<file path="src/rtl/fifo_pong_reader_pkg.sv">
// fifo_pong_reader shared types and constants.
// State encoding, header field positions and datapath widths.
package fifo_pong_reader_pkg;

    localparam int DATA_W  = 32;
    localparam int LEN_W   = 16;
    localparam int TAG_MSB = 31;
    localparam int TAG_LSB = 16;
    localparam int LEN_MSB = 15;
    localparam int LEN_LSB = 0;
    localparam int MAX_LEN_DEF = 255;

    typedef enum logic [1:0] {
        S_HDR = 2'd0,
        S_PAY = 2'd1,
        S_RPT = 2'd2
    } state_e;

    function automatic logic [LEN_W-1:0] hdr_len(input logic [DATA_W-1:0] w);
        return w[LEN_MSB:LEN_LSB];
    endfunction

    function automatic logic [LEN_W-1:0] hdr_tag(input logic [DATA_W-1:0] w);
        return w[TAG_MSB:TAG_LSB];
    endfunction

endpackage

</file>
<file path="src/rtl/fifo_pong_reader_if.sv">
// Handshake bundle between the ping-pong FIFO, the reader
// and the indication path.
interface fifo_pong_reader_if;
    import fifo_pong_reader_pkg::*;

    logic [DATA_W-1:0] src_first;
    logic              src_first__RDY;
    logic              src_deq__ENA;
    logic              src_deq__RDY;
    logic              report__ENA;
    logic              report__RDY;
    logic [LEN_W-1:0]  report_tag;
    logic [LEN_W-1:0]  report_len;
    logic [DATA_W-1:0] report_sum;
    logic              report_err;
    logic              busy;

    modport master (
        input  src_first, src_first__RDY, src_deq__RDY, report__RDY,
        output src_deq__ENA, report__ENA, report_tag, report_len,
        output report_sum, report_err, busy
    );

    modport slave (
        output src_first, src_first__RDY, src_deq__RDY, report__RDY,
        input  src_deq__ENA, report__ENA, report_tag, report_len,
        input  report_sum, report_err, busy
    );

endinterface

</file>
<file path="src/rtl/fifo_pong_reader_frame_accumulator.sv">
// Per-frame payload checksum and remaining-word counter.
// last_o flags that the word being consumed ends the frame.
module frame_accumulator
    import fifo_pong_reader_pkg::*;
(
    input  logic              clk,
    input  logic              rst_n,
    input  logic              load_i,
    input  logic              add_i,
    input  logic              keep_i,
    input  logic [DATA_W-1:0] word_i,
    output logic [DATA_W-1:0] sum_o,
    output logic              last_o
);

    logic [DATA_W-1:0] sum_q, sum_d;
    logic [LEN_W-1:0]  rem_q, rem_d;

    always_comb begin
        sum_d = sum_q;
        rem_d = rem_q;
        if (load_i) begin
            sum_d = '0;
            rem_d = hdr_len(word_i);
        end else if (add_i) begin
            rem_d = rem_q - LEN_W'(1);
            if (keep_i) sum_d = sum_q + word_i;
        end
    end

    always_ff @(posedge clk or negedge rst_n) begin
        if (!rst_n) begin
            sum_q <= '0;
            rem_q <= '0;
        end else begin
            sum_q <= sum_d;
            rem_q <= rem_d;
        end
    end

    assign sum_o  = sum_q;
    assign last_o = (rem_q == LEN_W'(1));

endmodule

</file>
<file path="src/rtl/fifo_pong_reader.sv">
// Drains length-prefixed frames from the FIFO head and issues
// one tag/len/checksum report per frame.
module fifo_pong_reader
    import fifo_pong_reader_pkg::*;
#(
    parameter int MAX_LEN = MAX_LEN_DEF
) (
    input  logic CLK,
    input  logic nRST,
    fifo_pong_reader_if.master bus
);

    localparam logic [LEN_W-1:0] MAX_LEN_C = LEN_W'(MAX_LEN);

    state_e            state_q, state_d;
    logic [LEN_W-1:0]  tag_q, tag_d, len_q, len_d;
    logic              err_q, err_d;
    logic [LEN_W-1:0]  rtag_q, rtag_d, rlen_q, rlen_d;
    logic [DATA_W-1:0] rsum_q, rsum_d;
    logic              rerr_q, rerr_d;
    logic              deq, load, add, last;
    logic [DATA_W-1:0] word, sum;

    assign word = bus.src_first;
    assign deq  = nRST && (state_q != S_RPT)
                  && bus.src_first__RDY && bus.src_deq__RDY;

    frame_accumulator u_acc (
        .clk    (CLK),
        .rst_n  (nRST),
        .load_i (load),
        .add_i  (add),
        .keep_i (!err_q),
        .word_i (word),
        .sum_o  (sum),
        .last_o (last)
    );

    always_comb begin
        state_d = state_q;
        tag_d   = tag_q;
        len_d   = len_q;
        err_d   = err_q;
        rtag_d  = rtag_q;
        rlen_d  = rlen_q;
        rsum_d  = rsum_q;
        rerr_d  = rerr_q;
        load    = 1'b0;
        add     = 1'b0;
        unique case (state_q)
            S_HDR: if (deq) begin
                load  = 1'b1;
                tag_d = hdr_tag(word);
                len_d = hdr_len(word);
                err_d = hdr_len(word) > MAX_LEN_C;
                if (hdr_len(word) == '0) begin
                    state_d = S_RPT;
                    rtag_d  = hdr_tag(word);
                    rlen_d  = '0;
                    rsum_d  = '0;
                    rerr_d  = 1'b0;
                end else begin
                    state_d = S_PAY;
                end
            end
            S_PAY: if (deq) begin
                add = 1'b1;
                // Report fields are captured on the final deq so they
                // are already stable when report__ENA rises.
                if (last) begin
                    state_d = S_RPT;
                    rtag_d  = tag_q;
                    rlen_d  = len_q;
                    rsum_d  = err_q ? '0 : sum + word;
                    rerr_d  = err_q;
                end
            end
            S_RPT: if (bus.report__RDY) state_d = S_HDR;
            default: state_d = S_HDR;
        endcase
    end

    always_ff @(posedge CLK or negedge nRST) begin
        if (!nRST) begin
            state_q <= S_HDR;
            tag_q   <= '0;
            len_q   <= '0;
            err_q   <= 1'b0;
            rtag_q  <= '0;
            rlen_q  <= '0;
            rsum_q  <= '0;
            rerr_q  <= 1'b0;
        end else begin
            state_q <= state_d;
            tag_q   <= tag_d;
            len_q   <= len_d;
            err_q   <= err_d;
            rtag_q  <= rtag_d;
            rlen_q  <= rlen_d;
            rsum_q  <= rsum_d;
            rerr_q  <= rerr_d;
        end
    end

    assign bus.src_deq__ENA = deq;
    assign bus.report__ENA  = (state_q == S_RPT);
    assign bus.busy         = (state_q != S_HDR);
    assign bus.report_tag   = rtag_q;
    assign bus.report_len   = rlen_q;
    assign bus.report_sum   = rsum_q;
    assign bus.report_err   = rerr_q;

endmodule
</file>
<file path="src/flat_wrapper.sv">
// flat-port wrapper written by rule: the top's interface ports become plain ports
module fifo_pong_reader_flat import fifo_pong_reader_pkg::*;
#(
    parameter int MAX_LEN = MAX_LEN_DEF
)
  (CLK, nRST, bus_src_first, bus_src_first__RDY, bus_src_deq__RDY, bus_report__RDY, bus_src_deq__ENA, bus_report__ENA, bus_report_tag, bus_report_len, bus_report_sum, bus_report_err, bus_busy);
  fifo_pong_reader_if bus_i ();
  input  logic CLK;
  input  logic nRST;
  input wire logic [$bits(bus_i.src_first)-1:0] bus_src_first;
  input wire logic [$bits(bus_i.src_first__RDY)-1:0] bus_src_first__RDY;
  input wire logic [$bits(bus_i.src_deq__RDY)-1:0] bus_src_deq__RDY;
  input wire logic [$bits(bus_i.report__RDY)-1:0] bus_report__RDY;
  output wire logic [$bits(bus_i.src_deq__ENA)-1:0] bus_src_deq__ENA;
  output wire logic [$bits(bus_i.report__ENA)-1:0] bus_report__ENA;
  output wire logic [$bits(bus_i.report_tag)-1:0] bus_report_tag;
  output wire logic [$bits(bus_i.report_len)-1:0] bus_report_len;
  output wire logic [$bits(bus_i.report_sum)-1:0] bus_report_sum;
  output wire logic [$bits(bus_i.report_err)-1:0] bus_report_err;
  output wire logic [$bits(bus_i.busy)-1:0] bus_busy;
  assign bus_i.src_first = bus_src_first;
  assign bus_i.src_first__RDY = bus_src_first__RDY;
  assign bus_i.src_deq__RDY = bus_src_deq__RDY;
  assign bus_i.report__RDY = bus_report__RDY;
  assign bus_src_deq__ENA = bus_i.src_deq__ENA;
  assign bus_report__ENA = bus_i.report__ENA;
  assign bus_report_tag = bus_i.report_tag;
  assign bus_report_len = bus_i.report_len;
  assign bus_report_sum = bus_i.report_sum;
  assign bus_report_err = bus_i.report_err;
  assign bus_busy = bus_i.busy;
  fifo_pong_reader #(.MAX_LEN(MAX_LEN)) u_core (.CLK(CLK), .nRST(nRST), .bus(bus_i));
endmodule
</file>
<file path="config.mk">
export PLATFORM = sky130hd
export DESIGN_NAME = fifo_pong_reader_flat
export DESIGN_NICKNAME = d
export VERILOG_FILES = /design/src/rtl/fifo_pong_reader_pkg.sv /design/src/rtl/fifo_pong_reader_if.sv /design/src/rtl/fifo_pong_reader_frame_accumulator.sv /design/src/rtl/fifo_pong_reader.sv /design/src/flat_wrapper.sv
export SDC_FILE = /design/constraint.sdc
export NUM_CORES = 1
export LEC_CHECK = 0
export CAP_MARGIN = 20
export CELL_PAD_IN_SITES_DETAIL_PLACEMENT = 0
export CELL_PAD_IN_SITES_GLOBAL_PLACEMENT = 1
export CORE_MARGIN = 5
export CORE_UTILIZATION = 44
export DETAILED_ROUTE_END_ITERATION = 8
export PLACE_DENSITY_LB_ADDON = 0.12
export REMOVE_ABC_BUFFERS = 1
export SLEW_MARGIN = 0
export SYNTH_ARGS = -nofsm -noshare
export SYNTH_HDL_FRONTEND = slang
export SYNTH_HIERARCHICAL = 1
export SYNTH_SLANG_ARGS = --single-unit
</file>
<file path="constraint.sdc">
create_clock -name CLK -period 3.3 [get_ports CLK]
set_input_delay 0.66 -clock CLK [delete_from_list [all_inputs] [get_ports CLK]]
set_output_delay 0.66 -clock CLK [all_outputs]
set_load 0.02 [all_outputs]
</file>
Word level (Yosys, flattened, before mapping)
Cells that the tools add are included.
- add/sub/neg operators: 2
- multiply operators: 0
- divide/modulo/power cells: 0
- order comparisons: 1
- eq/ne operators: 10
- shifts and indexed selects: 0
- mux-type cells: 35
- bitwise operators: 0
- reduce and logical (&&, ||, !) cells: 12
- operators with widths (cell ; number):
    two-way mux 32 bit ; 8
    two-way mux 16 bit ; 10
    case mux 16 bit (2 select lines) ; 2
    case mux 32 bit (2 select lines) ; 1
    adder 32 bit ; 1
    equality test 16 x 1 -> 1 bit (second input constant) ; 1
    greater-than comparator 16 x 8 -> 1 bit (second input constant) ; 1
    zero test 16 bit ; 1
    subtractor 16 x 1 -> 16 bit (second input constant) ; 1
    two-way mux 2 bit ; 5
    != test 2 bit (second input constant) ; 5
    two-way mux 1 bit ; 7
    case mux 2 bit (3 select lines) ; 1
    nonzero test 2 bit ; 3
    AND reduction 5 bit ; 1
    != test 2 x 1 -> 1 bit (second input constant) ; 2
    AND reduction 2 bit ; 2
    AND reduction 4 bit ; 1
    logical AND 1 bit ; 3
    equality test 2 x 1 -> 1 bit (second input constant) ; 1
    equality test 2 bit (second input constant) ; 1
    zero test 2 bit ; 1
    case mux 1 bit (2 select lines) ; 1
- flip-flop bits (word level): 148
- bits in latches: 0
- memory bits (writable): 0
- ROM bits: 0
- input bits: 37
- output and inout bits: 68
- word-level logic and storage cells: 70
- memories: 0

Depth between registers and ports, before layout
Gate-level depths: netlist (run 1).
- depth after elaboration: 8
- gate-level depth with buffers: 13
- gate-level depth less buffers: 12

Hierarchy
The synthesis (run 1) kept the hierarchy.
- modules (own cells, without submodules) (module ; instances ; cells each ; area an instance (µm²) ; seq. area each (µm²)):
    fifo_pong_reader ; 1 ; 636 ; 5685.5 ; 2502.4
    frame_accumulator ; 1 ; 475 ; 3958.8 ; 1201.2

Worst setup path before layout (run 1)
Ideal clock, no wire load.
- path kind: input to register
- start: input port bus_src_first[0]
- end: register u_core.u_acc.sum_q[26] (netlist: u_core/u_acc/sum_o[26])
- arrival time: 2.743 ns
- data required time: 3.169 ns
- slack: 0.426 ns
- stages: 12
- cells stage by stage: ha_1 inv_1 fa_1 nor2b_4 o21ai_2 a21oi_2 or4_4 and2_4 buf_6 o211ai_2 a2111oi_0 or3_1
- cells in the longest elaborated chain, start to end: 4
- ends and longest elaborated chain (element ; line ; RTL):
    start: declaration ; flat_wrapper.sv:10 ; input wire logic [$bits(bus_i.src_first)-1:0] bus_src_first;
    adder 32 bit ; fifo_pong_reader_frame_accumulator.sv:27 ; if (keep_i) sum_d = sum_q + word_i;
    two-way mux 32 bit ; fifo_pong_reader_frame_accumulator.sv:27 ;
    two-way mux 32 bit ; fifo_pong_reader_frame_accumulator.sv:25 ; end else if (add_i) begin
    two-way mux 32 bit ; fifo_pong_reader_frame_accumulator.sv:22 ; if (load_i) begin
    end signal: assignment ; fifo_pong_reader_frame_accumulator.sv:36 ; sum_q <= sum_d;
    end: declaration ; fifo_pong_reader_frame_accumulator.sv:16 ; logic [DATA_W-1:0] sum_q, sum_d;
Every way passes these cells. The select of a mux whose other input is x is not followed.
A chain may end at the register's enable or synchronous reset.

Final worst setup path (run 1)
- start: register u_core.u_acc.rem_q[8]
- end: register u_core.rsum_q[29] (netlist: u_core/bus.report_sum[29])
- cells in the longest elaborated chain, start to end: 3
- ends and longest elaborated chain (element ; line ; RTL):
    start: declaration ; fifo_pong_reader_frame_accumulator.sv:17 ; logic [LEN_W-1:0] rem_q, rem_d;
    start signal: assignment ; fifo_pong_reader_frame_accumulator.sv:37 ; rem_q <= rem_d;
    equality test 16 x 1 -> 1 bit ; fifo_pong_reader_frame_accumulator.sv:42 ; assign last_o = (rem_q == LEN_W'(1));
    net u_core.last ; fifo_pong_reader.sv:21 ; logic deq, load, add, last;
    != test 2 x 1 -> 1 bit (no line) ; n/a ;
    AND reduction 5 bit (no line) ; n/a ;
    end signal: assignment ; fifo_pong_reader.sv:100 ; rsum_q <= rsum_d;
    end: declaration ; fifo_pong_reader.sv:19 ; logic [DATA_W-1:0] rsum_q, rsum_d;
The timed path passes the listed nets, and every way through them passes these cells.

==> impl_metrics.py, run 1 <==
metrics = {
    "global_routing": {
        "antenna_found_initial": 0,
        "grt_pass1_vias": 8396,
        "grt_max_degree": 149,
        "track_usage_pct": 23.7,
        "grt_pass1_wl_um": 46400,
        "gr-total-overflow": 0,
    },
    "critical_path": {
        "crit_arrival_ns": 3.38,
        "path_buf_inv": 0,
        "criticalPathCategory": "reg2reg",
        "slowest_delay_ns": 0.60,
        "crit_chain": "or4_1, nor4_1, nand2b_1, nor2_1, and4b_1, and3_1, and2_1, nand2_1, or3_1, nand3_1",
        "timing.rr.start": "u_core/u_acc/rem_q[8]",
        "slowest_stage": "or4_1",
        "crit_start": "u_core/u_acc/rem_q[8]",
        "cp.required_ns": 3.67,
        "crit_cells": 10,
        "end_kind": "flop",
        "crit_path_max_fanout": 9,
        "cpLargestDelayFamily": "simple AND/OR/NAND/NOR gates",
        "cp-start-kind": "flop",
        "reg2reg_depth": 10,
    },
    "cts": {
        "clockBufferDepth": 2,
        "htree_levels": 4,
        "post_cts_buffers": 0,
        "ctsHoldBuffers": 0,
        "clock_sinks": 148,
        "ctsResizeCount": 0,
        "numCtsBuffers": 17,
        "cts-root-buf": "clkbuf_16",
        "insertion_delay_ns": 0.44,
        "clk_pin_slew_ns": 0.07,
        "cts_tree": "yes",
    },
    "yosys": {
        "syn_area_per_cell_sq_um": 8.68,
        "synthCells": 1111,
        "synth_flop_cell": "dfrtp_1",
        "yosys_warnings": 6,
        "ys_ff_latch": 148,
        "synth-edff-count": 0,
        "yosysUniqueCellTypes": 84,
        "synthesis.area_sq_mm": 0.00964,
        "ys_async_sr_fraction_pct": 100,
        "yosysSeqAreaShare_pct": 38.4,
    },
    "die": {
        "num_io_pins": 105,
        "fp.coreArea_sq_mm": 0.0217,
        "die_w_um": 158,
        "start_util_pct": 44.5,
        "die_area_sq_mm": 0.0250,
        "rows": 54,
        "die_h_um": 158,
    },
    "power_and_ir_drop": {
        "power.total_uw": 9840,
        "leakage_uw": 0.00573,
        "power_density_mw_per_mm2": 800,
        "ir_worst_vdd_v": 0.000422,
    },
    "timing": {
        "rsz0062_at_grt": "no",
        "setup_viol": 0,
        "hold_viol": 0,
        "fin_skew_ns": 0.0143,
        "drv_slew": 0,
        "fmax_mhz": 332,
        "tightest_slew_ns": 0.806,
        "period_minus_slack_ns": 3.01,
        "fin_crit_sh_pct": 91.3,
        "relSlewSlack_pct": 46.3,
    },
    "route": {
        "via_per_inst": 5.53,
        "drc_errors": 0,
        "wl_per_cell_um": 18.4,
        "ant_nets": 0,
        "drtIter0Drc": 713,
        "num_vias": 8763,
        "drt_pre_antenna_iters": 5,
        "wirelength_um": 29100,
    },
    "layout": {
        "nFillCells": 1971,
        "area_delta_synth_final_pct": 27.5,
        "finalNetCount": 1395,
        "diodes": 0,
        "drive_gt1_share_pct": 14.0,
        "stdcell_area_sq_mm": 0.0123,
    },
    "placement": {
        "portBuffers": 104,
        "dp_hpwl_um": 21700,
        "dpl_cell_area_sq_mm": 0.0117,
        "gp_congestion": 0.906,
    },
    "job": {
        "cap_violations": 0,
    },
    "status": {
        "status": "finished clean",
    },
    "hold_path": {
        "hold_class": "in2async",
    },
}
==> worst reg2reg max path: cells and delay by family, from the launching register on <==
family,cells,cell delay [ns]
AND/OR/NAND/NOR,10,2.56
flip-flops,1,0.40
==> where the power goes <==
part	internal (uW)	switching [uW]	leakage, uW
Sequential	2310	460	0.00195
Clock	1020	944	0.000282
Combinational	2340	2770	0.00350
==> metrics by stage <==
stage | utilization (%) | setup TNS (ns) | hold WS (ns) | instances | setup WS [ns]
final | 56.7 | 0 | 0.384 | 1585 | 0.288
after global routing | 56.7 | 0 | 0.456 | 1585 | 0.0912
after CTS | 56.7 | 0 | 0.425 | 1585 | 0.277
after detailed placement | 54.0 | -1.20 | 0.463 | 1553 | -0.149
after global placement | 54.0 | -0.670 | 0.457 | 1553 | -0.117
after floorplan | - | -3.99 | 0.364 | 1052 | -0.482
==> cells in the mapped netlist (17+ instances only) <==
cell      instances  share of area [%]
a21o_1           24                1.9
clkbuf_1         41                1.6
xor2_1           30                2.7
mux2i_1          17                1.8
nand3_1          24                1.2
o21ai_1          25                1.3
nand2_1         235                9.1
ha_1             64                8.3
xnor2_1          29                2.6
nor2_1           49                1.9
o21ai_0          71                3.7
a21oi_1          75                3.9
inv_1            22               0.86
dfrtp_1         148                 38
a22o_1           20                1.8
==> cell type report <==
type	instances	area, sq um	share of cell area (%)
clock buffers	17	425	3.46
multi-input cells	881	5600	45.6
well taps	280	350	2.85
repair buffers	221	1970	16.0
clock inverters	15	154	1.25
inverters	23	86.3	0.702
flip-flops and latches	148	3700	30.1
==> path summary, 6_finish.rpt <==
path	endpoint	slack [ns]
setup reg to reg	u_core/bus.report_sum[29]	0.29
max in group asynchronous	u_core/u_acc/sum_o[22]	2.33
min in group CLK	u_core/bus.report_sum[8]	0.47
hold reg to reg	u_core/bus.report_sum[8]	0.47
setup / recovery	u_core/bus.report_sum[29]	0.29
hold / removal	u_core/bus.report_len[0]	0.38
==> state kept, by name, indices dropped and copies added, names as in the netlist <==
register,flops
u_core/state_q,2
u_core/tag_q,16
u_core/err_q,1
u_core/u_acc/rem_q,16
u_core/bus.report_sum,32
u_core/u_acc/sum_o,32
u_core/len_q,16
u_core/bus.report_err,1
u_core/bus.report_len,16
u_core/bus.report_tag,16
==> placed cells by master, fill, tap and decap left out, types with 12 or more instances in the layout <==
cell type and count:
a21o_1 24, a21oi_1 75, a22o_1 20, and3_1 12, buf_4 113, clkbuf_16 17, clkdlybuf4s50_1 103, dfrtp_1 148
ha_1 64, inv_1 21, mux2i_1 17, nand2_1 234, nand2b_1 13, nand3_1 24, nand4_1 14, nor2_1 49
nor3_1 15, o211ai_1 12, o21ai_0 71, o21ai_1 25, xnor2_1 29, xor2_1 30
==> cell families (layout without fill, tap and decap cells) <==
family | after synthesis | after routing | share of synthesized area [%]
simple gates | 421 | 421 | 20.2
compound gates | 317 | 317 | 21.9
flops | 148 | 148 | 38.4
buf+inv | 82 | 276 | 3.53
fa+ha+maj | 66 | 66 | 8.72
xor+xnor | 59 | 59 | 5.36
mux | 18 | 18 | 1.88
==> metal layers <==
layer  part of all wire (%)  vias to the layer above  track usage, %
met2                     42                      218            34.4
met1                     51                     4185            37.5
met5                      0                        -               0
met3                    5.6                       19            3.69
li1                       -                     4341               -
met4                   0.94                        0            4.51
Power figures use the tool's default switching activity.
==> inputs of run 2 (changes only) <==
- clock period: 3.3 -> 3.4 ns (I/O delays scaled with it)
==> impl_metrics.py, run 2 (same netlist as run 1, synthesis figures left out) <==
metrics = {
    "layout": {
        "stdcell_count": 1562,
        "layout_commonest_cell": "nand2_1",
        "drive_gt1_share_pct": 12.5,
        "area_delta_synth_final_pct": 25.7,
        "mostFrequentLayoutCells": "234 x nand2_1, 148 x dfrtp_1, 103 x clkdlybuf4s50_1",
        "diodes": 0,
        "multi_input_area_sq_mm": 0.00560,
        "regArea_sq_mm": 0.00370,
        "finalNetCount": 1372,
        "stdcell_area_sq_mm": 0.0121,
        "nFillCells": 1976,
    },
    "power_and_ir_drop": {
        "ir_worst_vdd_v": 0.000387,
        "p_sw_uw": 4030,
        "comb_power_share_pct": 51.1,
        "pwr-share-seq_pct": 28.5,
        "intPower_uw": 5390,
        "power.total_uw": 9420,
        "leakage_uw": 0.00563,
        "power_density_mw_per_mm2": 777,
        "switching_share_pct": 42.8,
        "p_clk_share_pct": 20.3,
    },
    "die": {
        "fp.coreArea_sq_mm": 0.0217,
        "die_h_um": 158,
        "die_area_sq_mm": 0.0250,
        "num_io_pins": 105,
        "rows": 54,
        "die_w_um": 158,
        "start_util_pct": 44.5,
    },
    "critical_path": {
        "criticalPathCategory": "reg2reg",
        "slowest_delay_ns": 0.60,
        "crit_chain": "or4_1, nor4_1, nand2b_1, nor2_1, and4b_1, and3_1, and2_1, nand2_1, or3_1, nand3_1",
        "cp-start-kind": "flop",
        "crit_path_max_fanout": 9,
        "slowest_stage": "or4_1",
        "end_kind": "flop",
        "crit_arrival_ns": 3.50,
        "cp.required_ns": 3.76,
    },
    "cts": {
        "post_cts_buffers": 0,
        "insertion_delay_ns": 0.43,
        "htree_levels": 4,
        "ctsResizeCount": 0,
        "cts_tree": "yes",
        "clk_pin_slew_ns": 0.07,
        "ctsHoldBuffers": 0,
        "numCtsBuffers": 17,
        "clockBufferDepth": 2,
        "clock_sinks": 148,
        "cts-root-buf": "clkbuf_16",
    },
    "placement": {
        "portBuffers": 104,
        "dp_hpwl_um": 21700,
        "dp.cells": 1530,
        "dpl_cell_area_sq_mm": 0.0115,
        "gp_congestion": 0.928,
    },
    "route": {
        "wl_per_cell_um": 18.5,
        "drc_errors": 0,
        "num_vias": 8755,
        "drtIter0Drc": 684,
        "wirelength_um": 28900,
        "ant_nets": 0,
        "drt_pre_antenna_iters": 5,
        "via_per_inst": 5.60,
    },
    "global_routing": {
        "grt_pass1_wl_um": 46100,
        "track_usage_pct": 23.6,
        "gr-usage-met1_pct": 37.6,
        "gr-total-overflow": 0,
        "grt-busiest-layer": "met1",
        "antenna_found_initial": 0,
        "grt_max_degree": 149,
        "grt_pass1_vias": 8320,
        "met2_usage_pct": 33.3,
        "grt_util_met3_pct": 3.34,
    },
    "job": {
        "cap_violations": 0,
    },
    "timing": {
        "setup_viol": 0,
        "drv_slew": 0,
        "fin_crit_sh_pct": 92.3,
        "rsz0062_at_grt": "no",
        "period_minus_slack_ns": 3.14,
        "holdWs_ns": 0.388,
        "fin_skew_ns": 0.0107,
        "tightest_slew_ns": 0.825,
        "fmax_mhz": 319,
        "setup_tns_ns": 0,
        "relSlewSlack_pct": 45.0,
        "hold_viol": 0,
    },
    "hold_path": {
        "hold_class": "in2async",
    },
    "status": {
        "status": "finished clean",
    },
}
==> run 2: metrics by stage <==
step | utilization, % | setup slack [ns]
after CTS | 55.9 | 0.279
after global routing | 55.9 | 0.0621
final | 55.9 | 0.261
after detailed placement | 53.2 | -0.0954
after floorplan | - | -0.399
after global placement | 53.2 | -0.0596
==> run 2: layer usage <==
metal,share of wire (%),vias up
met5,0,-
met3,5.8,28
met1,51,4176
met2,42,268
li1,-,4283
met4,1.5,0
==> run 2: worst max-delay path: cells and delay by family (launching register included) <==
family	cells	cell delay [ns]
AND/OR/NAND/NOR	10	2.65
flip-flops	1	0.40
==> run 2: area by class of cell <==
cell class | instances | area share, %
multi-input combinational | 881 | 46.2
sequential | 148 | 30.5
timing repair buffer | 198 | 14.7
clock buffer | 17 | 3.51
tap | 280 | 2.89
clock inverter | 15 | 1.41
inverter | 23 | 0.712
==> run 2: worst paths after layout <==
kind / from / to / slack (ns) / cells past startpoint
setup / recovery: u_core/u_acc/rem_q[8] / u_core/bus.report_sum[29] / 0.26 / 10
hold reg to reg: u_core/tag_q[0] / u_core/tag_q[0] / 0.47 / 2
setup reg to reg: u_core/u_acc/rem_q[8] / u_core/bus.report_sum[29] / 0.26 / 10
min in group CLK: u_core/tag_q[0] / u_core/tag_q[0] / 0.47 / 2
max in group asynchronous: nRST / u_core/bus.report_tag[12] / 2.41 / 2
hold / removal: nRST / u_core/bus.report_len[4] / 0.39 / 2
==> run 2: power groups by stage <==
stage	logic [uW]	clock network [uW]	registers [uW]
finish	4820	1910	2690
detailed placement	4750	0	2710
global placement	4720	0	2700
CTS	4780	1960	2670
floorplan	3300	0	2550
global route	5340	2030	2740
==> RTL change: new RTL, config.mk and constraints of run 2 <==
Make the reset (`nRST` and `rst_n`) synchronous in 2 clocked blocks.
--- a/src/rtl/fifo_pong_reader_frame_accumulator.sv
+++ b/src/rtl/fifo_pong_reader_frame_accumulator.sv
@@ -28,7 +28,7 @@
         end
     end
 
-    always_ff @(posedge clk or negedge rst_n) begin
+    always_ff @(posedge clk) begin
         if (!rst_n) begin
             sum_q <= '0;
             rem_q <= '0;
--- a/src/rtl/fifo_pong_reader.sv
+++ b/src/rtl/fifo_pong_reader.sv
@@ -80,7 +80,7 @@
         endcase
     end
 
-    always_ff @(posedge CLK or negedge nRST) begin
+    always_ff @(posedge CLK) begin
         if (!nRST) begin
             state_q <= S_HDR;
             tag_q   <= '0;
Behaviour: differs if nRST is asserted again (counterexample within 4 cycles, from zero or initial values and one cycle with nRST low); with nRST held inactive, the same outputs for 4 cycles.
==> RTL change against run 2 <==
- sequential cell count is the same
- wire length shrank 11%
- cell area shrank 3.0%
- setup slack lost 0.065 ns
- die area shrank 6.1%
- largest cell class unchanged
- register-to-register slack gained 0.18 ns
- area after synthesis shrank 6.5%
Power is not compared: it rests on default switching activity, and its combinational part moved more than twofold at a synthesized area within 25%.
==> RTL change: results (changes against run 2) <==
GRT met2 Usage = 0.3160 (-0.01721)
Pin count of the biggest net entering global routing = 68 (-54%)
Port Buf Inserts = 104 (unchanged)
Top Metal Used = met4
Pre-CTS setup slack = -0.3689 ns (-0.2735 ns)
Seq/Total Area, Yosys = 0.3285 (-0.05549)
Hold Path Sink = u_core/bus.report_sum[29]
Avg Synthesized Cell Area = 8.067 um2 (-7.1%)
Dominant synthesized flop cell = dfxtp_1
Metal-1 WL = 13580 um (-7.5%)
Most area-consuming cells after synthesis = dfxtp_1 33%, nand2_1 8.9%, ha_1 8.9%
Worst-path clk slew = 0.07 ns (about the same)
Status = finished, final reports clean
CP max stage cell = fa_1
Met3 Usage GRT = 0.03195 (-0.001404)
CTS root buffer = clkbuf_16
Number of global-route vias before repair = 7701 (-7.4%)
GR Util met1 = 0.3353 (-0.04055)
FF-to-FF setup slack = 0.44 ns (+0.18 ns)
Skew final = 0.01050 ns (-0.0001586 ns)
Post-synth top cells = 214 x nand2_1, 148 x dfxtp_1, 72 x a21oi_1, 64 x ha_1
Worst R2R Start = u_core/u_acc/rem_q[7]
Detailed Routing Iterations Pass 1 = 5 (unchanged)
Reg-to-Reg End = u_core/bus.report_sum[14]
Avg WL per Cell = 16.23 um (-12%)
Gr usage total = 0.2156 (-0.02028)
Largest stage delay, worst path = 0.50 ns (-0.10 ns)
Placed insts = 1560 (+2.0%)
Routed wl met2 = 10940 um (-10%)
Post-CTS sizing = 0 (unchanged)
Slew headroom = 0.5262 (+0.07588)
Detail Placement HPWL = 19690 um (-9.2%)
GPL Wtd Cong = 0.8805 (-5.1%)
DRT Wirelength = 25830 um (-11%)
Hold Slack = 0.4383 ns (+0.05067 ns)
Share of layout cells above drive strength 1 = 0.1453 (+0.02054)
Post-DR vias/cell = 5.331 (-4.9%)
Nets = 1412 (+2.9%)
WP data arrival = 3.52 ns (+0.02 ns)
Crit. Startpoint = bus_src_first[1]
Crit path max-delay family = compound AO/OA/AOI/OAI gates
Fraction of registers with async set or reset after synthesis = 0 (-1.000)
First-pass GRT wire length = 41490 um (-10%)
Routed wl met3 = 1116 um (-34%)
Initial DRC Count = 476 (-30%)
FF-to-FF path depth = 8 (-2)
Setup total negative slack = 0 ns (unchanged)
Cell area after placement = 11160 um2 (-3.2%)
Netlist cell types = 74 (-12%)
Min-Delay Path Class = register to register
Clock power frac = 0.459
CP max FO = 4 (-5)
RTL change: cell type report:
cell class	instances	area, um2
Multi-Input combinational cell	889	5767
Fill cell	1927	8472
Clock buffer	17	425.4
Timing Repair Buffer	232	2024
Tap cell	270	337.8
Sequential cell	148	2963
Clock inverter	14	166.4
Inverter	21	78.83
RTL change: worst max-delay path by stage:
stage                               end  slack (ns)  cells past startpoint
4_1_cts          u_core/u_acc/sum_o[20]        0.08                     12
5_1_grt          u_core/u_acc/sum_o[31]        0.02                     11
6_report         u_core/u_acc/sum_o[20]        0.20                     11
3_3_place_gp     u_core/u_acc/sum_o[20]       -0.34                     12
2_1_floorplan  u_core/bus.report_tag[0]       -1.13                      7
3_5_place_dp     u_core/u_acc/sum_o[20]       -0.37                     12
RTL change: cells by family after synthesis:
family          share of synthesized area
compound gates                     0.2590
xor+xnor                          0.05536
fa+ha+maj                         0.09323
buf+inv                           0.03482
flops                              0.3285
mux                              0.002220
simple gates                       0.2268
